<file path="src/rtl/fv_pkg.sv">
// Shared types and helpers for the ciphertext adder datapath.
package fv_pkg;

  typedef enum logic [1:0] {
    IDLE  = 2'd0,
    RUN   = 2'd1,
    FAULT = 2'd2
  } fsm_state_t;

  // Message scale factor: 2^(qw-mw).
  function automatic int unsigned delta_of(input int unsigned qw, input int unsigned mw);
    return 32'd1 << (qw - mw);
  endfunction

endpackage

</file>
<file path="src/rtl/coeff_fifo.sv">
// Small synchronous FIFO holding product coefficients (data plus last bit).
module coeff_fifo #(
  parameter int unsigned DEPTH = 4,
  parameter int unsigned WIDTH = 6
) (
  input  logic             clk,
  input  logic             a_rst_n,
  input  logic             push,
  input  logic             pop,
  input  logic [WIDTH-1:0] wdata,
  output logic [WIDTH-1:0] rdata,
  output logic             full,
  output logic             empty
);

  localparam int unsigned AW = (DEPTH > 1) ? $clog2(DEPTH) : 1;
  localparam int unsigned CW = $clog2(DEPTH + 1);

  logic [WIDTH-1:0] mem [DEPTH];
  logic [AW-1:0]    wr_ptr;
  logic [AW-1:0]    rd_ptr;
  logic [CW-1:0]    count;
  logic             do_push;
  logic             do_pop;

  assign full    = (count == CW'(DEPTH));
  assign empty   = (count == '0);
  assign do_push = push && !full;
  assign do_pop  = pop && !empty;
  assign rdata   = mem[rd_ptr];

  // Storage carries no reset; occupancy alone decides what is valid.
  always_ff @(posedge clk) begin
    if (do_push) mem[wr_ptr] <= wdata;
  end

  always_ff @(posedge clk or negedge a_rst_n) begin
    if (!a_rst_n) begin
      wr_ptr <= '0;
      rd_ptr <= '0;
      count  <= '0;
    end else begin
      if (do_push) wr_ptr <= (wr_ptr == AW'(DEPTH - 1)) ? '0 : wr_ptr + AW'(1);
      if (do_pop)  rd_ptr <= (rd_ptr == AW'(DEPTH - 1)) ? '0 : rd_ptr + AW'(1);
      case ({do_push, do_pop})
        2'b10:   count <= count + CW'(1);
        2'b01:   count <= count - CW'(1);
        default: count <= count;
      endcase
    end
  end

endmodule

</file>
<file path="src/rtl/ct_adder.sv">
// Ciphertext coefficient adder: c = z + sign_ext(e) + m*DELTA (mod 2^QW),
// with product buffering, polynomial framing checks and overflow fault state.
module ct_adder
  import fv_pkg::*;
#(
  parameter int unsigned N  = 4,
  parameter int unsigned QW = 5,
  parameter int unsigned EW = 3,
  parameter int unsigned MW = 1
) (
  input  logic          clk,
  input  logic          a_rst_n,
  input  logic          z_vld,
  output logic          z_rdy,
  input  logic [QW-1:0] z,
  input  logic          z_last,
  input  logic          e_vld,
  output logic          e_rdy,
  input  logic [EW-1:0] e,
  input  logic          e_last,
  input  logic          m_vld,
  output logic          m_rdy,
  input  logic [MW-1:0] m,
  input  logic          m_last,
  output logic          c_vld,
  input  logic          c_rdy,
  output logic [QW-1:0] c,
  output logic          c_last,
  output logic          err
);

  localparam int unsigned DELTA = delta_of(QW, MW);
  localparam int unsigned CNTW  = $clog2(N);
  localparam int unsigned FW    = QW + 1;

  fsm_state_t      state;
  fsm_state_t      state_nxt;
  logic            push;
  logic            fire;
  logic            overflow;
  logic            fifo_full;
  logic            fifo_empty;
  logic [FW-1:0]   fifo_rdata;
  logic [QW-1:0]   fifo_z;
  logic            fifo_last;
  logic [CNTW-1:0] cnt;
  logic            at_end;
  logic            misalign;
  logic [QW-1:0]   sum;

  coeff_fifo #(
    .DEPTH (N),
    .WIDTH (FW)
  ) u_fifo (
    .clk     (clk),
    .a_rst_n (a_rst_n),
    .push    (push),
    .pop     (fire),
    .wdata   ({z_last, z}),
    .rdata   (fifo_rdata),
    .full    (fifo_full),
    .empty   (fifo_empty)
  );

  assign fifo_z    = fifo_rdata[QW-1:0];
  assign fifo_last = fifo_rdata[QW];

  always_ff @(posedge clk or negedge a_rst_n) begin
    if (!a_rst_n) state <= IDLE;
    else          state <= state_nxt;
  end

  // Handshakes are only open in RUN; an ignored backpressure traps in FAULT.
  always_comb begin
    state_nxt = state;
    z_rdy     = 1'b0;
    e_rdy     = 1'b0;
    m_rdy     = 1'b0;
    push      = 1'b0;
    fire      = 1'b0;
    overflow  = 1'b0;
    case (state)
      IDLE: state_nxt = RUN;
      RUN: begin
        z_rdy    = !fifo_full;
        push     = z_vld && !fifo_full;
        overflow = z_vld && fifo_full;
        fire     = !fifo_empty && e_vld && m_vld && (!c_vld || c_rdy);
        e_rdy    = fire;
        m_rdy    = fire;
        if (overflow) state_nxt = FAULT;
      end
      FAULT:   state_nxt = FAULT;
      default: state_nxt = IDLE;
    endcase
  end

  assign at_end   = (cnt == CNTW'(N - 1));
  assign misalign = fire && ((fifo_last != at_end) || (e_last != at_end) || (m_last != at_end));
  assign sum      = fifo_z + QW'($signed(e)) + QW'(DELTA * 32'(m));

  always_ff @(posedge clk or negedge a_rst_n) begin
    if (!a_rst_n) begin
      c      <= '0;
      c_vld  <= 1'b0;
      c_last <= 1'b0;
      err    <= 1'b0;
      cnt    <= '0;
    end else begin
      if (overflow || misalign) err <= 1'b1;
      if (fire) cnt <= at_end ? '0 : cnt + CNTW'(1);
      if (state == FAULT || overflow) begin
        c_vld <= 1'b0;
      end else if (fire) begin
        c      <= sum;
        c_vld  <= 1'b1;
        c_last <= at_end;
      end else if (c_rdy) begin
        c_vld <= 1'b0;
      end
    end
  end

endmodule

</file>
<file path="config.mk">
export PLATFORM = sky130hd
export DESIGN_NAME = ct_adder
export DESIGN_NICKNAME = d
export VERILOG_FILES = /design/src/rtl/fv_pkg.sv /design/src/rtl/coeff_fifo.sv /design/src/rtl/ct_adder.sv
export SDC_FILE = /design/constraint.sdc
export NUM_CORES = 1
export LEC_CHECK = 0
export ABC_CLOCK_PERIOD_IN_PS = 3600
export BUFFER_PORTS_ARGS = -buffer_cell sky130_fd_sc_hd__buf_2
export CAP_MARGIN = 20
export CORE_ASPECT_RATIO = 0.6
export CORE_UTILIZATION = 45
export DETAILED_ROUTE_END_ITERATION = 16
export GPL_TIMING_DRIVEN = 1
export PLACE_DENSITY = 0.65
export SYNTH_ARGS = -nofsm -noshare
export SYNTH_HDL_FRONTEND = slang
export SYNTH_SLANG_ARGS = --single-unit
</file>
<file path="constraint.sdc">
create_clock -name clk -period 3.6 [get_ports clk]
set_clock_uncertainty 0.2 [all_clocks]
set_input_delay 0 -clock clk [delete_from_list [all_inputs] [get_ports clk]]
set_output_delay 0 -clock clk [all_outputs]
set_load 0.02 [all_outputs]
</file>
Word level (Yosys, flattened, before mapping) --
Memory sizes are Yosys's and may differ from the RTL's. Index checks and enable logic that the tools add are counted.
Storage, ports and cells: flip-flop bits (word level) 19, memory bits (writable) 24, input bits 18, logic and storage cells 66, memories kept 1
Cells by class: $add $sub $neg 7, eq/ne operators 12, multiplexer cells 15, bitwise operators 1, reductions and logical operators 21
Memory list:
- u_fifo.mem | depth 4, width 6, rd ports 1, clocked after memory_dff 0, wr ports 1, line coeff_fifo.sv:19 | logic [WIDTH-1:0] mem [DEPTH];
Operators with widths (count):
- $add A5 B5 Y5 | 2
- $eq A2 B2 Y1 const B | 5
- $mux W1 | 9
- $logic_and A1 B1 Y1 | 8
- $mux W2 | 4
- $add A2 B1 Y2 const B | 3
- $pmux W2 S3 | 1
- $pmux W3 S2 | 1
- $logic_or A1 B1 Y1 | 5
- $eq A2 B1 Y1 const B | 2
- $add A3 B1 Y3 const B | 1
- $eq A3 B3 Y1 const B | 1
- $logic_not A1 Y1 | 3
- $logic_not A3 Y1 | 1
- $ne A1 B1 Y1 | 3
- $reduce_bool A3 Y1 | 1
- $sub A3 B1 Y3 const B | 1
- $logic_not A2 Y1 | 1
- $ne A2 B2 Y1 const B | 1
- $reduce_and A2 Y1 | 1
- $reduce_bool A2 Y1 | 1
- $not A1 Y1 | 1

Logic depth before layout (Yosys ltp) --
depth after elaboration 9, gate-level depth with buffers 11, depth with buffers taken out 11

Modules after synthesis --
A second synthesis with hierarchy kept.
Second synthesis, totals: cell total of the unflattened synthesis 136, area total of the unflattened synthesis 2155.8 sq um
Modules (own cells, without submodules):
- coeff_fifo | instances 1, cells each 72, area an instance 1347.5 sq um, sequential area each 895.9 sq um
- ct_adder | instances 1, cells each 64, area an instance 808.3 sq um, sequential area each 300.3 sq um

Worst setup path after synthesis --
No wires, ideal clock.
kind register to register, from register u_fifo.rd_ptr[0], to register c[4], setup time 125 ps, arrival 2383 ps, required time 3275 ps, setup slack 892 ps, stages on the path, launching flop included 9, buffers on the path 1, path through dfrtp_1 buf_6 mux4_1 ha_1 ha_1 a21o_1 a21oi_1 xnor3_1 mux2_2
On the way: cells in the longest elaborated chain, start to end 3
RTL lines:
- start, declared | line coeff_fifo.sv:21 | logic [AW-1:0] rd_ptr;
- start signal, assigned | line coeff_fifo.sv:44 | if (do_pop) rd_ptr <= (rd_ptr == AW'(DEPTH - 1)) ? '0 : rd_ptr + AW'(1);
- $mem_v2 Z4 W6
- $add A5 B5 Y5 (2 in series) | line ct_adder.sv:100 | assign sum = fifo_z + QW'($signed(e)) + QW'(DELTA * 32'(m));
- end signal, assigned | line ct_adder.sv:115 | c <= sum;
- end, declared | line ct_adder.sv:27 | output logic [QW-1:0] c,
Every way passes these cells. A chain may end at the register's enable or synchronous reset.

Final worst setup path --
Same ends and word-level chain as after synthesis.

==> run_results.csv <==
group,metric,value,unit
sta,fmax,0.333,GHz
final_layout,syn2layout_area_growth,20.6,%
worst_setup_path,arrival,2970,ps
floorplanning,die_h,54.5,um
yosys,syn_inst,129,
worst_setup_path,startpoint_type,"flop",
drt,routed-wl-met3,157,um
hold_path,min_delay_worst_endpoint,"c[1]",
drt,ant_nets,0,
power_and_ir_drop,worst_ir_drop_vdd,0.000361,V
place,dp_hpwl,2.71,mm
sta,worst_pin_slew,908,ps
worst_setup_path,r2r-end,"c[4]",
sta,hold_violations,0,
worst_setup_path,cpLargestDelayFamily,"multiplexers",
global_routing,grt_pass1_vias,1212,
place,io_buffers,28,
sta,tns,0,ps
yosys,synth.avg_cell_area,16.1,um^2
drt,post_drt_via_cell_ratio,4.99,
drt,drt_iter0_drc,39,
clocking,clock-sinks,43,
sta,period_share,83.4,%
drt,wl_met2,1.55,mm
yosys,synth-simple-area-share,6.40,%
yosys,async_flop_share,44.2,%
floorplanning,start_util,48.6,%
worst_setup_path,slowest_stage,"mux4_1",
yosys,synth_top_family_by_area,"multiplexers",
sta,slew_headroom,39.3,%
yosys,synth_area,0.00207,mm^2
clocking,clock_path_buffers,2,
drt,drc,0,
worst_setup_path,cpMostUsedCell,"ha_1",
floorplanning,rows,18,
global_routing,grt_max_degree,20,
clocking,clock_latency,290,ps
hold_path,min_path_cells,4,
floorplanning,dieArea,0.00489,mm^2
worst_setup_path,path_class,"reg -> reg",
clocking,path_clk_slew,80,ps
worst_setup_path,reg2reg_from,"u_fifo.rd_ptr[0]",
worst_setup_path,required,3570,ps
drt,wirelength,3.57,mm
job,cap_violations,0,
final_layout,antenna_cells,0,
floorplanning,core_region_area,0.00426,mm^2
sta,setup_viol,0,
final_layout,nets,213,
sta,period_needed,3000,ps
yosys,synth_warnings,0,
clocking,cts_setup_buffers,0,
sta,rsz0062_at_grt,"no",
global_routing,grt_usage,17.2,%
worst_setup_path,r2r_cells,7,
clocking,cts_tree,"yes",
yosys,synthAdderAreaFrac,12.2,%
worst_setup_path,cp-end-kind,"flop",
global_routing,grt_first_pass_wirelength,5.85,mm
place,dp_slack,627,ps
worst_setup_path,r2r_slack,600,ps
drt,wl_met1,1.85,mm
yosys,synth_xor_area_share,3.63,%
clocking,h-tree-depth,2,
drt,vias,1183,
yosys,synth.area.mux_share,15.5,%
floorplanning,ioPinCount,29,
yosys,synth-edff-count,24,
yosys,synth_compound_gate_area_share,1.87,%
outcome,outcome,"completed",
hold_path,hold_path.startpoint,"e[1]",
worst_setup_path,cp.buffers_inverters,0,
worst_setup_path,path_cells,"mux4_1, ha_1, ha_1, a21o_1, a21oi_1, xnor3_1, mux2_2",
yosys,ys_seq_area_share,57.8,%
yosys,ys.flop_type,"edfxtp_1",
worst_setup_path,path_max_fanout,9,
hold_path,min_path_type,"in -> reg",
global_routing,grt-ovfl-total,0,
global_routing,antenna_found_initial,0,
drt,routed.top_layer,"met4",
final_layout,layout-drive-gt1-share,29.9,%
floorplanning,die_w,89.6,um
worst_setup_path,cp_slowest_stage_delay,640,ps
yosys,yosysUniqueCellTypes,31,
clocking,numCtsBuffers,5,
power_and_ir_drop,p_leak,1.08,nW
drt,wire_per_inst,15.1,um
power_and_ir_drop,powerDensity,676,mW/mm^2
final_layout,fill_cells,323,
sta,setup_ws,599,ps
clocking,clockRootBuffer,"clkbuf_8",
worst_setup_path,path_depth,7,
sta,slew_viol_final,0,
yosys,yosys_register_bits,43,
place,place_congestion,0.734,
yosys,syn_nets,166,
drt,drt-pass1-iter-count,4,
-- cell type report --
class | instances | area (um^2) | area share (%)
Inverter | 8 | 30.0 | 1.20
Clock inverter | 2 | 12.5 | 0.501
Sequential cell | 43 | 1200 | 47.9
Multi-Input combinational cell | 75 | 821 | 32.9
Tap cell | 60 | 75.1 | 3.01
Timing Repair Buffer | 43 | 290 | 11.6
Clock buffer | 6 | 72.6 | 2.91
-- cell usage in the layout (no fill, tap or decap), types with 2 or more instances in the layout --
cell type	n
inv_1	8
and3_1	4
fa_1	2
xnor2_1	3
a31oi_1	2
mux2_2	14
dfrtp_1	19
nor3_1	2
dlygate4sd3_1	15
buf_2	28
clkbuf_8	5
nor2_1	4
xor2_1	3
nor2b_1	2
edfxtp_1	24
nand2_1	4
mux4_1	5
ha_1	17
-- layer usage --
layer	up-vias	global-route usage, %
li1	570	-
met2	23	26.5
met4	0	3.17
met5	-	0
met1	588	24.4
met3	2	5.13
-- where the power goes --
part / total, mW / switching [mW] / internal, mW
clock network: 0.292 / 0.156 / 0.136
logic: 0.651 / 0.311 / 0.340
registers: 0.745 / 0.105 / 0.641
-- repair_timing --
action | CTS | global route
hold buffers | 15 | 0
setup endpoints to repair | 0 | 0
endpoints found under the hold margin | 48 | 0
resized for setup | 0 | 0
-- sequential cells by signal, summed over array words and instances, names as in the netlist --
| signal | flops |
|---|---|
| state | 2 |
| err | 1 |
| u_fifo.rd_ptr | 2 |
| u_fifo.mem | 24 |
| c | 5 |
| c_last | 1 |
| cnt | 2 |
| u_fifo.wr_ptr | 2 |
| c_vld | 1 |
| u_fifo.count | 3 |
-- through the flow --
step / utilization [%] / cell area [um^2] / std cells / hold WS, ps / power [mW]
floorplan: - / 2070 / 129 / -496 / 1.23
global placement: 53.1 / 2260 / 214 / -239 / 1.36
detailed placement: 53.1 / 2260 / 214 / -234 / 1.39
CTS: 58.7 / 2500 / 237 / 7.75 / 1.71
global route: 58.7 / 2500 / 237 / 15.3 / 1.83
finish: 58.7 / 2500 / 237 / 15.4 / 1.69
-- worst register-to-register path: cells and delay by family (launching register included) --
family,cells,cell delay (ps)
AOI/OAI and AO/OA,2,330
xor gates and xnor gates,1,230
adders and majority gates,2,650
DFF,1,590
muxes,2,900
-- worst max-delay path by stage --
stage           end  slack [ps]             start
3_5_place_dp   c[4]         630  u_fifo.rd_ptr[0]
5_1_grt        c[4]         430  u_fifo.rd_ptr[0]
2_1_floorplan  c[4]         890  u_fifo.rd_ptr[0]
6_report       c[4]         600  u_fifo.rd_ptr[0]
4_1_cts        c[4]         600  u_fifo.rd_ptr[0]
3_3_place_gp   c[4]         700  u_fifo.rd_ptr[0]
-- logic make-up (layout without fill, tap and decap cells) --
group / count (synthesis) / after routing
AO/OA/AOI/OAI: 6 / 6
XOR/XNOR: 7 / 7
adder cells (fa/ha/maj): 19 / 19
buffers and inverters: 11 / 59
flip-flops: 43 / 43
multiplexers: 21 / 21
AND/OR/NAND/NOR: 22 / 22
-- cells in the mapped netlist (2+ instances only) --
library cell	count	area, um^2
ha_1	17	213
nor2_1	4	15.0
mux4_1	5	131
xor2_1	3	26.3
nor2b_1	2	12.5
dfrtp_1	19	475
edfxtp_1	24	721
xnor2_1	3	26.3
fa_1	2	40.0
a31oi_1	2	12.5
nand2_1	4	15.0
and3_1	4	25.0
inv_1	8	30.0
mux2_2	14	158
nor3_1	2	10.0
No activity file was read; power rests on OpenSTA's default activity.
